$ cat config.mk
export PLATFORM = sky130hd
export DESIGN_NAME = fetch_unit
export DESIGN_NICKNAME = d
export VERILOG_FILES = /design/src/rtl/fetch_pkg.sv /design/src/rtl/fetch_fifo.sv /design/src/rtl/fetch_unit.sv
export SDC_FILE = /design/constraint.sdc
export NUM_CORES = 1
export LEC_CHECK = 0
export BUFFER_PORTS_ARGS = -buffer_cell sky130_fd_sc_hd__clkbuf_2
export CORE_ASPECT_RATIO = 0.7
export CORE_MARGIN = 1
export CORE_UTILIZATION = 35
export DETAILED_ROUTE_END_ITERATION = 8
export GPL_TIMING_DRIVEN = 0
export HOLD_SLACK_MARGIN = 0.05
export PLACE_DENSITY = 0.5
export SYNTH_ARGS = -nofsm -noshare
export SYNTH_HDL_FRONTEND = slang
export SYNTH_SLANG_ARGS = --single-unit
$ cat constraint.sdc
create_clock -name clk -period 4.95 [get_ports clk]
set_input_delay 0.99 -clock clk [delete_from_list [all_inputs] [get_ports clk]]
set_output_delay 0.99 -clock clk [all_outputs]
set_load 0.03 [all_outputs]
$ cat src/rtl/fetch_pkg.sv
// Shared types and constants for the instruction-fetch stage.
package fetch_pkg;

    localparam logic [31:0] NOP_INSTR        = 32'h0000_0013;
    localparam logic [31:0] DEFAULT_RESET_PC = 32'h0000_0000;

    typedef struct packed {
        logic [31:0] pc;
        logic [31:0] instr;
    } fetch_entry_t;

endpackage

$ cat src/rtl/fetch_fifo.sv
// Show-ahead synchronous FIFO with flush; head is valid whenever empty=0.
module fetch_fifo #(
    parameter int WIDTH = 32,
    parameter int DEPTH = 4,
    localparam int AW = (DEPTH > 1) ? $clog2(DEPTH) : 1,
    localparam int CW = $clog2(DEPTH) + 1
) (
    input  logic             clk,
    input  logic             rst,
    input  logic             push,
    input  logic [WIDTH-1:0] push_data,
    input  logic             pop,
    input  logic             flush,
    output logic [WIDTH-1:0] head,
    output logic [CW-1:0]    count,
    output logic             full,
    output logic             empty
);

    logic [WIDTH-1:0] mem [DEPTH];
    logic [AW-1:0]    wr_ptr_reg;
    logic [AW-1:0]    rd_ptr_reg;
    logic [CW-1:0]    count_reg;
    logic             do_push;
    logic             do_pop;

    assign empty   = (count_reg == '0);
    assign full    = (count_reg == CW'(DEPTH));
    assign count   = count_reg;
    assign head    = mem[rd_ptr_reg];
    // A pop in the same cycle frees the slot, so push at full is still legal.
    assign do_push = push && (!full || pop);
    assign do_pop  = pop && !empty;

    always_ff @(posedge clk or posedge rst) begin
        if (rst) begin
            wr_ptr_reg <= '0;
            rd_ptr_reg <= '0;
            count_reg  <= '0;
        end else if (flush) begin
            wr_ptr_reg <= '0;
            rd_ptr_reg <= '0;
            count_reg  <= '0;
        end else begin
            if (do_push) wr_ptr_reg <= wr_ptr_reg + AW'(1);
            if (do_pop)  rd_ptr_reg <= rd_ptr_reg + AW'(1);
            count_reg <= count_reg + CW'(do_push) - CW'(do_pop);
        end
    end

    always_ff @(posedge clk) begin
        if (do_push && !flush) mem[wr_ptr_reg] <= push_data;
    end

endmodule

$ cat src/rtl/fetch_unit.sv
// Fetch stage: owns the PC, issues imem requests under a credit limit, buffers
// in-order responses for decode and drops wrong-path responses after redirects.
module fetch_unit
    import fetch_pkg::*;
#(
    parameter logic [31:0] RESET_PC = DEFAULT_RESET_PC,
    parameter int          DEPTH    = 4
) (
    input  logic        clk,
    input  logic        rst,
    output logic        imem_req_valid,
    input  logic        imem_req_ready,
    output logic [31:0] imem_req_addr,
    input  logic        imem_rsp_valid,
    input  logic [31:0] imem_rsp_data,
    input  logic        redirect_valid,
    input  logic [31:0] redirect_pc,
    output logic        if_valid,
    input  logic        if_ready,
    output logic [31:0] if_instr,
    output logic [31:0] if_pc
);

    localparam int CW = $clog2(DEPTH) + 1;

    logic          run_reg;
    logic [31:0]   pc_reg;
    logic [CW-1:0] discard_reg;
    logic [CW-1:0] discard_next;

    logic [31:0]   addr_head;
    logic [CW-1:0] tracked;
    logic          addr_full;
    logic          addr_empty;
    fetch_entry_t  buf_head;
    fetch_entry_t  buf_in;
    logic [CW-1:0] buf_count;
    logic          buf_full;
    logic          buf_empty;

    logic [CW:0]   used_credit;
    logic          req_fire;
    logic          rsp_any;
    logic          rsp_live;
    logic          rsp_drop;
    logic          dec_fire;
    logic          addr_push;
    logic          addr_pop;
    logic          buf_push;

    // Every slot in flight (live or doomed) or buffered consumes one credit.
    assign used_credit    = {1'b0, tracked} + {1'b0, discard_reg} + {1'b0, buf_count};
    assign imem_req_valid = run_reg && (used_credit < (CW+1)'(DEPTH));
    assign imem_req_addr  = pc_reg;

    assign req_fire = imem_req_valid && imem_req_ready;
    assign rsp_any  = imem_rsp_valid && (!addr_empty || (discard_reg != '0));
    assign rsp_live = rsp_any && (discard_reg == '0);
    assign rsp_drop = rsp_any && (discard_reg != '0);
    assign dec_fire = if_valid && if_ready;

    assign addr_push = req_fire && !redirect_valid && !addr_full;
    assign addr_pop  = rsp_live && !redirect_valid;
    assign buf_push  = rsp_live && !redirect_valid && !(buf_full && !dec_fire);
    assign buf_in    = '{pc: addr_head, instr: imem_rsp_data};

    assign if_valid = !buf_empty;
    assign if_instr = if_valid ? buf_head.instr : NOP_INSTR;
    assign if_pc    = if_valid ? buf_head.pc : pc_reg;

    // On redirect every request still owed by imem becomes a discard.
    always_comb begin
        discard_next = discard_reg;
        if (redirect_valid)
            discard_next = tracked + discard_reg - CW'(rsp_any) + CW'(req_fire);
        else if (rsp_drop)
            discard_next = discard_reg - CW'(1);
    end

    always_ff @(posedge clk or posedge rst) begin
        if (rst) begin
            run_reg     <= 1'b0;
            pc_reg      <= RESET_PC;
            discard_reg <= '0;
        end else begin
            run_reg     <= 1'b1;
            discard_reg <= discard_next;
            if (redirect_valid)
                pc_reg <= redirect_pc & 32'hFFFF_FFFC;
            else if (req_fire)
                pc_reg <= pc_reg + 32'd4;
        end
    end

    fetch_fifo #(.WIDTH(32), .DEPTH(DEPTH)) u_addr_q (
        .clk       (clk),
        .rst       (rst),
        .push      (addr_push),
        .push_data (pc_reg),
        .pop       (addr_pop),
        .flush     (redirect_valid),
        .head      (addr_head),
        .count     (tracked),
        .full      (addr_full),
        .empty     (addr_empty)
    );

    fetch_fifo #(.WIDTH($bits(fetch_entry_t)), .DEPTH(DEPTH)) u_ibuf (
        .clk       (clk),
        .rst       (rst),
        .push      (buf_push),
        .push_data (buf_in),
        .pop       (dec_fire),
        .flush     (redirect_valid),
        .head      (buf_head),
        .count     (buf_count),
        .full      (buf_full),
        .empty     (buf_empty)
    );

endmodule

==> metrics.md, run 1 <==
| Metric | Value |
|---|---|
| Max reg flops | `248` |
| Flop-to-flop setup slack | `800 ps` |
| Worst Setup Start Kind | `flip-flop` |
| H-tree depth reported by CTS | `2` |
| Number of clock buffers inserted by TritonCTS | `42` |
| Area Growth Syn to Fin | `18.8%` |
| Arrival time reported for the critical path endpoint | `3530 ps` |
| Max IR drop VDD | `0.271 mV` |
| Register area | `12300 µm²` |
| Max clock buf depth | `3` |
| Data required time of the critical path | `3960 ps` |
| Die Span Y | `186 µm` |
| Slew at the pin with the worst max-slew slack | `892 ps` |
| Most frequent standard cell in the layout excluding fill and tap cells | `edfxtp_1` |
| Top-Level Pins | `168` |
| Wirelength per Cell | `22.8 µm` |
| Result of the run | `completed` |
| Static Leak | `6.96 nW` |
| Setup violations, final | `0` |
| Initial detailed-routing violation count | `741` |
| Post-synth ARST share | `0.115` |
| Total power draw | `10.2 mW` |
| Final hold viol count | `0` |
| RSZ-0062 raised after global routing | `no` |
| Post-Synthesis Cell Area | `16900 µm²` |
| Setup slack after layout | `427 ps` |
| DP Worst Slack | `780 ps` |
| Number of vias after detailed routing | `9080` |
| Main area contributors after synthesis | `edfxtp_1 65%, mux4_2 12%, dfrtp_1 7.1%, nand2_1 2.8%, and2_1 1.4%` |
| Period minus WS final | `4520 ps` |
| Global-route usage over all layers | `0.172` |
| Placer Congestion | `0.773` |
| Area enclosed by the die boundary | `49100 µm²` |
| Clk Tree Root Cell | `clkbuf_16` |
| R2r worst-path depth | `8` |
| Period utilisation layout | `0.914` |
| CTS Hold Bufs | `0` |
| Buffers inserted during post-CTS setup optimization | `0` |
| Number of warning messages in the yosys log | `0` |
| Final Non-Filler Cells | `1805` |
| Number of register bits inferred by synthesis | `416` |
| Final count of pins violating max slew | `0` |
| Maximum frequency from static timing analysis | `221 MHz` |
| Design internal power | `6.76 mW` |
| Unique cell type count in the Yosys netlist | `41` |
| Cells after synthesis | `945` |
| Fin nets | `1257` |
| # fillers | `4174` |
| Pwr/cell area | `510 nW/µm²` |
| Crit Reg-Reg Endpoint | `u_addr_q.mem[2][12]` |
| Via count of the first global-routing pass | `9441` |
| Sw power | `3.46 mW` |
| Cell row count | `66` |
| First-pass GRT wire length | `61800 µm` |
| Clock transition at the registers of the reported paths | `70 ps` |
| Register containing the most flip-flops in the final layout | `u_ibuf.mem` |
| Worst Setup End Kind | `output pin` |
| Fraction of layout cells with a size suffix above 1 | `0.300` |
| Max-Cap Viols | `0` |
| IO Port Bufs | `160` |
| Biggest area consumer among synthesized cells | `edfxtp_1` |
| Sequential element share of the synthesized area | `0.726` |
| Via density per instance | `5.03` |
| Clock tree from TritonCTS | `done` |
| Cell area after placement | `18700 µm²` |
| Post-CTS resize count | `0` |
| Post-detailed-routing wire length | `41200 µm` |
| Total instance count after detailed placement | `1729` |
| DRC violation count after routing | `0` |
| Effective utilization at floorplan | `0.359` |
| Post-route antenna net violation count | `0` |
| Post-synth top flop | `edfxtp_1` |
| Skew-Pair Late Insertion Delay | `560 ps` |
| Gr ovfl total | `0` |
| Type of the worst setup path | `reg2out` |
| Largest net degree at the start of global routing | `51` |
| Horizontal extent of the die | `264 µm` |
| Clock network power share | `0.307` |
| Iteration count of the initial detailed-routing pass | `5` |
| Worst Clk Skew | `16.3 ps` |
| Number of clock sinks | `416` |
| Crit Reg-Reg Startpoint | `u_addr_q.count[1]` |
| Count of inserted antenna diode cells | `0` |
| Highest net fanout along the worst path | `10` |
| Min-Delay Path Class | `in2async` |
| Commonest non-fill, non-tap cells in the layout | `368 x edfxtp_1, 160 x clkbuf_2, 124 x nand2_1` |
| EDFF count, synth | `368` |
| Part of the power in registers | `0.406` |
| Average cell area after synthesis | `17.9 µm²` |
| Combinational cell fraction of total power | `0.286` |
| Proportion of netlist area held by the largest area contributor | `0.655` |
| Floorplan Core Area | `47000 µm²` |
| Initial antenna violation count | `0` |
| Sum of net half-perimeters after detailed placement | `27500 µm` |
| Net Sw Frac | `0.339` |
| Finished Cell Area | `20000 µm²` |
| Footprint of the multi-input gates | `4360 µm²` |
| Headroom to the max-slew limit | `0.406` |
==> logic make-up (layout without fill, tap and decap cells) <==
group	after synthesis	count (layout)	synth area share
AOI/OAI and AO/OA	41	41	0.0138
adders and majority gates	26	26	0.0224
other	2	5	0.000445
DFF	416	416	0.726
buffers and inverters	71	316	0.0173
muxes	98	98	0.127
xor gates and xnor gates	41	41	0.0213
and+or+nand+nor	250	250	0.0721
==> layer usage <==
metal / global-route usage / routed length [µm] / part of all wire
met1: 0.252 / 19500 / 0.47
met2: 0.267 / 18600 / 0.45
met3: 0.0302 / 2240 / 0.054
met4: 0.0419 / 863 / 0.021
met5: 0 / 0 / 0
==> per-stage QoR <==
step | TNS (ps) | hold slack, ps | utilization
floorplan | 0 | 543 | -
finish | 0 | 477 | 0.427
detailed placement | 0 | 562 | 0.398
global placement | -91910 | 553 | 0.393
global route | 0 | 526 | 0.427
CTS | 0 | 479 | 0.427
==> how the worst max path moves through the flow <==
stage               cells past startpoint                  end         startpoint
floorplan                               7  u_addr_q.mem[0][10]  u_addr_q.count[1]
global placement                        4    u_ibuf.mem[1][10]     imem_rsp_valid
detailed placement                      8  u_addr_q.mem[2][16]  u_addr_q.count[1]
CTS                                     6            if_pc[18]    u_ibuf.count[0]
global route                            6            if_pc[18]    u_ibuf.count[0]
finish                                  6            if_pc[18]    u_ibuf.count[0]
==> critical path: stages, from the launching register on <==
cell and delay (ps):
dfrtp_1 430, nor3_1 630, clkbuf_1 700, clkbuf_1 640
nand2_1 190, nand2_1 160, clkbuf_2 220
==> power groups by stage <==
| stage | Clock (mW) | Combinational [mW] | Sequential, mW |
|---|---|---|---|
| after floorplan | 0 | 1.97 | 4.22 |
| after global placement | 0 | 2.95 | 4.23 |
| after CTS | 3.22 | 3.00 | 4.15 |
| after global routing | 3.36 | 3.21 | 4.17 |
| final | 3.14 | 2.93 | 4.15 |
| after detailed placement | 0 | 3.00 | 4.23 |
==> layout make-up <==
class,count,area share
Clock inverter,22,0.0109
Clock buffer,54,0.0567
Tap cell,612,0.0382
Inverter,26,0.00487
Multi-Input combinational cell,461,0.217
Timing Repair Buffer,169,0.0508
Sequential cell,416,0.611
Buffer,45,0.00974
==> synth_stat cells, types with 2 or more instances <==
cell        n
and2_1     38
and3_1      9
and4_1      3
buf_1       5
buf_2       9
buf_4       4
clkbuf_1   27
conb_1      2
dfrtp_1    48
edfxtp_1  368
fa_1        7
ha_1       19
inv_1      26
mux2_2      5
mux4_2     92
nand2_1   124
nand3_1    13
nand4_1    13
nor2_1     19
nor2b_1     5
nor3_1      5
nor4_1      7
o21ai_0    32
o31a_1      2
o31ai_1     2
or2_2       5
or4_1       3
xnor2_1    27
xor2_1     14
Note: power is estimated with default switching activity, not from simulation.
==> run 2, diff against run 1 <==
MAX_ROUTING_LAYER = met4   (was unset)
SETUP_SLACK_MARGIN = 0.5   (was unset)
SLEW_MARGIN = 20   (was unset)
==> metrics.md, run 2 (synthesis results as in run 1) <==
| Metric | Value |
|---|---|
| Peak per-stage delay on the critical path | `640 ps` |
| Ordered list of cells on the worst path | `nor3_1 -> inv_1 -> clkbuf_1 -> buf_1 -> o21ai_0 -> clkbuf_2` |
| H-tree depth reported by CTS | `2` |
| Max reg flops | `248` |
| Period minus WS final | `4290 ps` |
| Footprint of the multi-input gates | `4360 µm²` |
| Worst Clk Skew | `13.9 ps` |
| Number of clock sinks | `416` |
| Sum of net half-perimeters after detailed placement | `27400 µm` |
| Setup TNS | `0 ps` |
| First-pass GRT wire length | `61600 µm` |
| Number of vias after detailed routing | `8980` |
| Arrival time reported for the critical path endpoint | `3300 ps` |
| Register containing the most flip-flops in the final layout | `u_ibuf.mem` |
| Worst Setup Start Kind | `flip-flop` |
| CP delay by family, top | `buffers and inverters` |
| Iteration count of the initial detailed-routing pass | `4` |
| Max IR drop VDD | `0.222 mV` |
| Placer Congestion | `0.783` |
| Fin nets | `1256` |
| Skew-Pair Late Insertion Delay | `550 ps` |
| Fraction of layout cells with a size suffix above 1 | `0.295` |
| Cell with the biggest individual delay on the critical path | `nor3_1` |
| Top-Level Pins | `168` |
| Min-Delay Path Class | `in2async` |
| Initial detailed-routing violation count | `578` |
| Global-route usage over all layers | `0.176` |
| Data required time of the critical path | `3960 ps` |
| Number of clock buffers inserted by TritonCTS | `42` |
| Final count of pins violating max slew | `0` |
| Result of the run | `completed` |
| Type of the worst setup path | `reg2out` |
| Clk Tree Root Cell | `clkbuf_16` |
| RSZ-0062 raised after global routing | `no` |
| IO Port Bufs | `160` |
| Effective utilization at floorplan | `0.359` |
| Static Leak | `6.97 nW` |
| # fillers | `4176` |
| Largest net degree at the start of global routing | `49` |
| Via density per instance | `4.97` |
| Clock tree from TritonCTS | `done` |
| Floorplan Core Area | `47000 µm²` |
| DRC violation count after routing | `0` |
| Post-detailed-routing wire length | `41200 µm` |
| Wirelength per Cell | `22.8 µm` |
| Die Span Y | `186 µm` |
| Total power draw | `10.3 mW` |
| Most frequent standard cell in the layout excluding fill and tap cells | `edfxtp_1` |
| Final hold viol count | `0` |
| Post-CTS resize count | `1` |
| Pwr/cell area | `514 nW/µm²` |
| Slew at the pin with the worst max-slew slack | `926 ps` |
| Maximum frequency from static timing analysis | `233 MHz` |
| CTS Hold Bufs | `0` |
| Max clock buf depth | `3` |
| Cell row count | `66` |
| Post-route antenna net violation count | `0` |
| WP buf/inv | `4` |
| Area Growth Syn to Fin | `18.9%` |
| Buffers inserted during post-CTS setup optimization | `0` |
| Period utilisation layout | `0.866` |
| Commonest non-fill, non-tap cells in the layout | `368 x edfxtp_1, 161 x clkbuf_2, 124 x nand2_1` |
| Setup violations, final | `0` |
| Gr ovfl total | `0` |
| Worst Setup End Kind | `output pin` |
| Horizontal extent of the die | `264 µm` |
| Area enclosed by the die boundary | `49100 µm²` |
| WHS | `530 ps` |
| Clock transition at the registers of the reported paths | `60 ps` |
| Headroom to the max-slew limit | `0.383` |
| Register area | `12300 µm²` |
| Initial antenna violation count | `1` |
| Via count of the first global-routing pass | `9373` |
| Highest net fanout along the worst path | `10` |
| Max-Cap Viols | `0` |
run 2: cell count changes in the layout (fill, tap and decap cells not counted), sizes merged:
cell      delta
clkbuf       +4
buf          -1
inv          -3
bufinv       +2
clkinvlp     -2
diode        +1
run 2: power by group:
part | switching [mW] | internal, mW | total, mW
sequential | 0.149 | 4.00 | 4.15
combinational | 1.95 | 0.959 | 2.91
clock | 1.33 | 1.91 | 3.24
total | 3.44 | 6.87 | 10.3
run 2: metrics by stage:
stage                     std cells  worst slack (ps)  instance area [µm²]  utilization
after floorplan                 948              1200                16900            -
after global placement         1720              -405                18500        0.393
after detailed placement       1728               797                18700        0.397
after CTS                      1805               590                20100        0.427
after global routing           1805               536                20100        0.427
final                          1806               661                20100        0.427
run 2: cell type report:
class                      instances  share of cell area
antenna                            1            0.000125
buffer                            45             0.00979
clock buffer                      58              0.0579
clock inverter                    19              0.0118
inverter                          26             0.00499
multi-input combinational        461               0.217
sequential                       416               0.611
tap                              612              0.0382
timing repair buffer             168              0.0494
run 2: metal layers:
layer,GRT usage,part of all wire,vias up
li1,-,-,4053
met1,0.251,0.48,4665
met2,0.263,0.45,205
met3,0.0335,0.052,57
met4,0.0391,0.017,0
met5,-,0,-
run 2: path summary, 6_finish.rpt:
check,start,to,slack (ps),depth (start not counted)
worst max-delay path,u_ibuf.count[0],if_pc[28],660,6
worst min-delay path,rst,u_addr_q.wr_ptr_reg[0],530,2
worst max register to register,u_addr_q.count[1],discard_reg[2],840,14
worst min register to register,imem_req_addr[28],u_addr_q.mem[1][28],560,0
max in group asynchronous,rst,imem_req_addr[20],3960,2
min in group clk,imem_req_addr[28],u_addr_q.mem[1][28],560,0
==> run 3, diff against run 2 <==
CORE_ASPECT_RATIO = unset   (was 0.7)
==> metrics.md, run 3 (synthesis results as in run 1) <==
| Metric | Value |
|---|---|
| Worst Setup End Kind | `flip-flop` |
| Most prevalent standard cell on the critical path | `fa_1` |
| Max reg flops | `248` |
| Register containing the most flip-flops in the final layout | `u_ibuf.mem` |
| Die Span Y | `222 µm` |
| Clk Tree Root Cell | `clkbuf_16` |
| Horizontal extent of the die | `222 µm` |
| Headroom to the max-slew limit | `0.394` |
| Final Non-Filler Cells | `1817` |
| Global-route usage over all layers | `0.174` |
| Iteration count of the initial detailed-routing pass | `5` |
| Count of inserted antenna diode cells | `0` |
| Setup TNS | `0 ps` |
| Clock network power share | `0.326` |
| Wirelength per Cell | `22.3 µm` |
| Type of the worst setup path | `reg2reg` |
| Slew at the pin with the worst max-slew slack | `909 ps` |
| Maximum frequency from static timing analysis | `242 MHz` |
| Pwr/cell area | `517 nW/µm²` |
| Post-detailed-routing wire length | `40500 µm` |
| Part of the power in registers | `0.397` |
| Met2 usage in global routing | `0.278` |
| RSZ-0062 raised after global routing | `no` |
| Result of the run | `completed` |
| Worst Clk Skew | `18.7 ps` |
| Arrival time reported for the critical path endpoint | `4570 ps` |
| Placer Congestion | `0.760` |
| Initial detailed-routing violation count | `574` |
| Setup violations, final | `0` |
| Most crowded layer after global routing | `met2` |
| First-pass GRT wire length | `60600 µm` |
| Buffers inserted during post-CTS setup optimization | `0` |
| Ordered list of cells on the worst path | `inv_1 -> fa_1 -> or2_2 -> fa_1 -> nand3_1 -> nor2_1 -> inv_1 -> ha_1 -> inv_1 -> fa_1 -> fa_1 -> xnor2_1 -> nand2_1 -> o21ai_0` |
| Post-route antenna net violation count | `0` |
| Skew-Pair Late Insertion Delay | `570 ps` |
| Net Sw Frac | `0.328` |
| Max-Cap Viols | `0` |
| Period minus WS final | `4140 ps` |
| Via density per instance | `4.95` |
| Highest net fanout along the worst path | `5` |
| Grt met3 use | `0.0272` |
| Clock tree from TritonCTS | `done` |
| Post-CTS resize count | `0` |
| # fillers | `4336` |
| Fin nets | `1261` |
| Worst Setup Start Kind | `flip-flop` |
| Period utilisation layout | `0.836` |
| Gr ovfl total | `0` |
| Data required time of the critical path | `5380 ps` |
| Total power draw | `10.5 mW` |
| Effective utilization at floorplan | `0.354` |
| Floorplan Core Area | `47600 µm²` |
| Area Growth Syn to Fin | `19.8%` |
| Min-Delay Path Class | `in2async` |
| Via count of the first global-routing pass | `9314` |
| Initial antenna violation count | `0` |
| Final hold viol count | `0` |
| Number of clock buffers inserted by TritonCTS | `46` |
| Number of clock sinks | `416` |
| Fraction of layout cells with a size suffix above 1 | `0.301` |
| Final count of pins violating max slew | `0` |
| Total instance count after detailed placement | `1732` |
| Clock transition at the registers of the reported paths | `60 ps` |
| Static Leak | `7.06 nW` |
| Met1 track demand over resource in global routing | `0.228` |
| Design internal power | `7.03 mW` |
| Cell row count | `80` |
| IO Port Bufs | `160` |
| Most frequent standard cell in the layout excluding fill and tap cells | `edfxtp_1` |
| Commonest non-fill, non-tap cells in the layout | `368 x edfxtp_1, 160 x clkbuf_2, 124 x nand2_1` |
| Cell with the biggest individual delay on the critical path | `fa_1` |
| Max clock buf depth | `3` |
| Max IR drop VDD | `0.228 mV` |
| Combinational cell fraction of total power | `0.277` |
| Utilization after layout | `0.425` |
| Top-Level Pins | `168` |
| Area enclosed by the die boundary | `49100 µm²` |
| Sw power | `3.43 mW` |
| Sum of net half-perimeters after detailed placement | `26800 µm` |
| Number of vias after detailed routing | `8999` |
| H-tree depth reported by CTS | `2` |
| Peak per-stage delay on the critical path | `510 ps` |
| DRC violation count after routing | `0` |
| Largest net degree at the start of global routing | `49` |
| CTS Hold Bufs | `0` |
-- run 3: cell types whose count changed in the layout (fill, tap and decap cells not counted) --
cell / before / now
buf_12: 4 / 1
buf_16: 4 / 8
clkbuf_1: 38 / 42
clkbuf_16: 43 / 47
clkbuf_2: 161 / 160
clkbuf_8: 3 / 4
clkinv_1: 9 / 4
clkinv_2: 1 / 8
clkinv_8: 2 / 0
clkinvlp_4: 2 / 1
diode_2: 1 / 0
inv_6: 0 / 1
-- run 3: power by group through the flow --
stage | combinational, mW | clock, mW | sequential (mW)
after global placement | 2.93 | 0 | 4.23
after global routing | 3.16 | 3.62 | 4.17
after detailed placement | 2.96 | 0 | 4.23
after CTS | 2.97 | 3.49 | 4.16
final | 2.90 | 3.41 | 4.15
after floorplan | 1.97 | 0 | 4.22
-- run 3: stage by stage --
step | worst slack (ps) | area (µm²) | hold slack, ps
after global placement | -490 | 18500 | 550
after CTS | 773 | 20200 | 524
final | 810 | 20200 | 519
after detailed placement | 812 | 18700 | 561
after global routing | 578 | 20200 | 548
after floorplan | 1200 | 16900 | 543
-- run 3: cell type report --
type / instances / area [µm²] / area share
Buffer: 45 / 195 / 0.00965
Clock buffer: 66 / 1290 / 0.0637
Clock inverter: 19 / 221 / 0.0109
Inverter: 26 / 100 / 0.00495
Multi-Input combinational cell: 461 / 4360 / 0.216
Sequential cell: 416 / 12300 / 0.606
Tap cell: 615 / 769 / 0.0380
Timing Repair Buffer: 169 / 1040 / 0.0515
-- run 3: critical path: cells and delay by family (launching register included) --
family / cells / cell delay [ps]
fa+ha+maj: 5 / 2040
simple gates: 4 / 1020
flops: 1 / 480
buf+inv: 3 / 260
xor+xnor: 1 / 140
compound gates: 1 / 80
-- run 3: per-layer routing --
layer,up-vias,share of wire
li1,4061,-
met1,4634,0.45
met2,238,0.48
met3,66,0.043
met4,0,0.025
met5,-,0
-- run 3: final timing paths --
path	from	end	slack, ps	depth (start not counted)
worst max register to register	u_addr_q.count[1]	discard_reg[2]	810	14
worst min register to register	imem_req_addr[28]	u_addr_q.mem[1][28]	580	0
max in group asynchronous	rst	imem_req_addr[20]	3970	2
min in group clk	imem_req_addr[28]	u_addr_q.mem[1][28]	580	0
worst min-delay path	rst	discard_reg[1]	520	2
worst max-delay path	u_addr_q.count[1]	discard_reg[2]	810	14
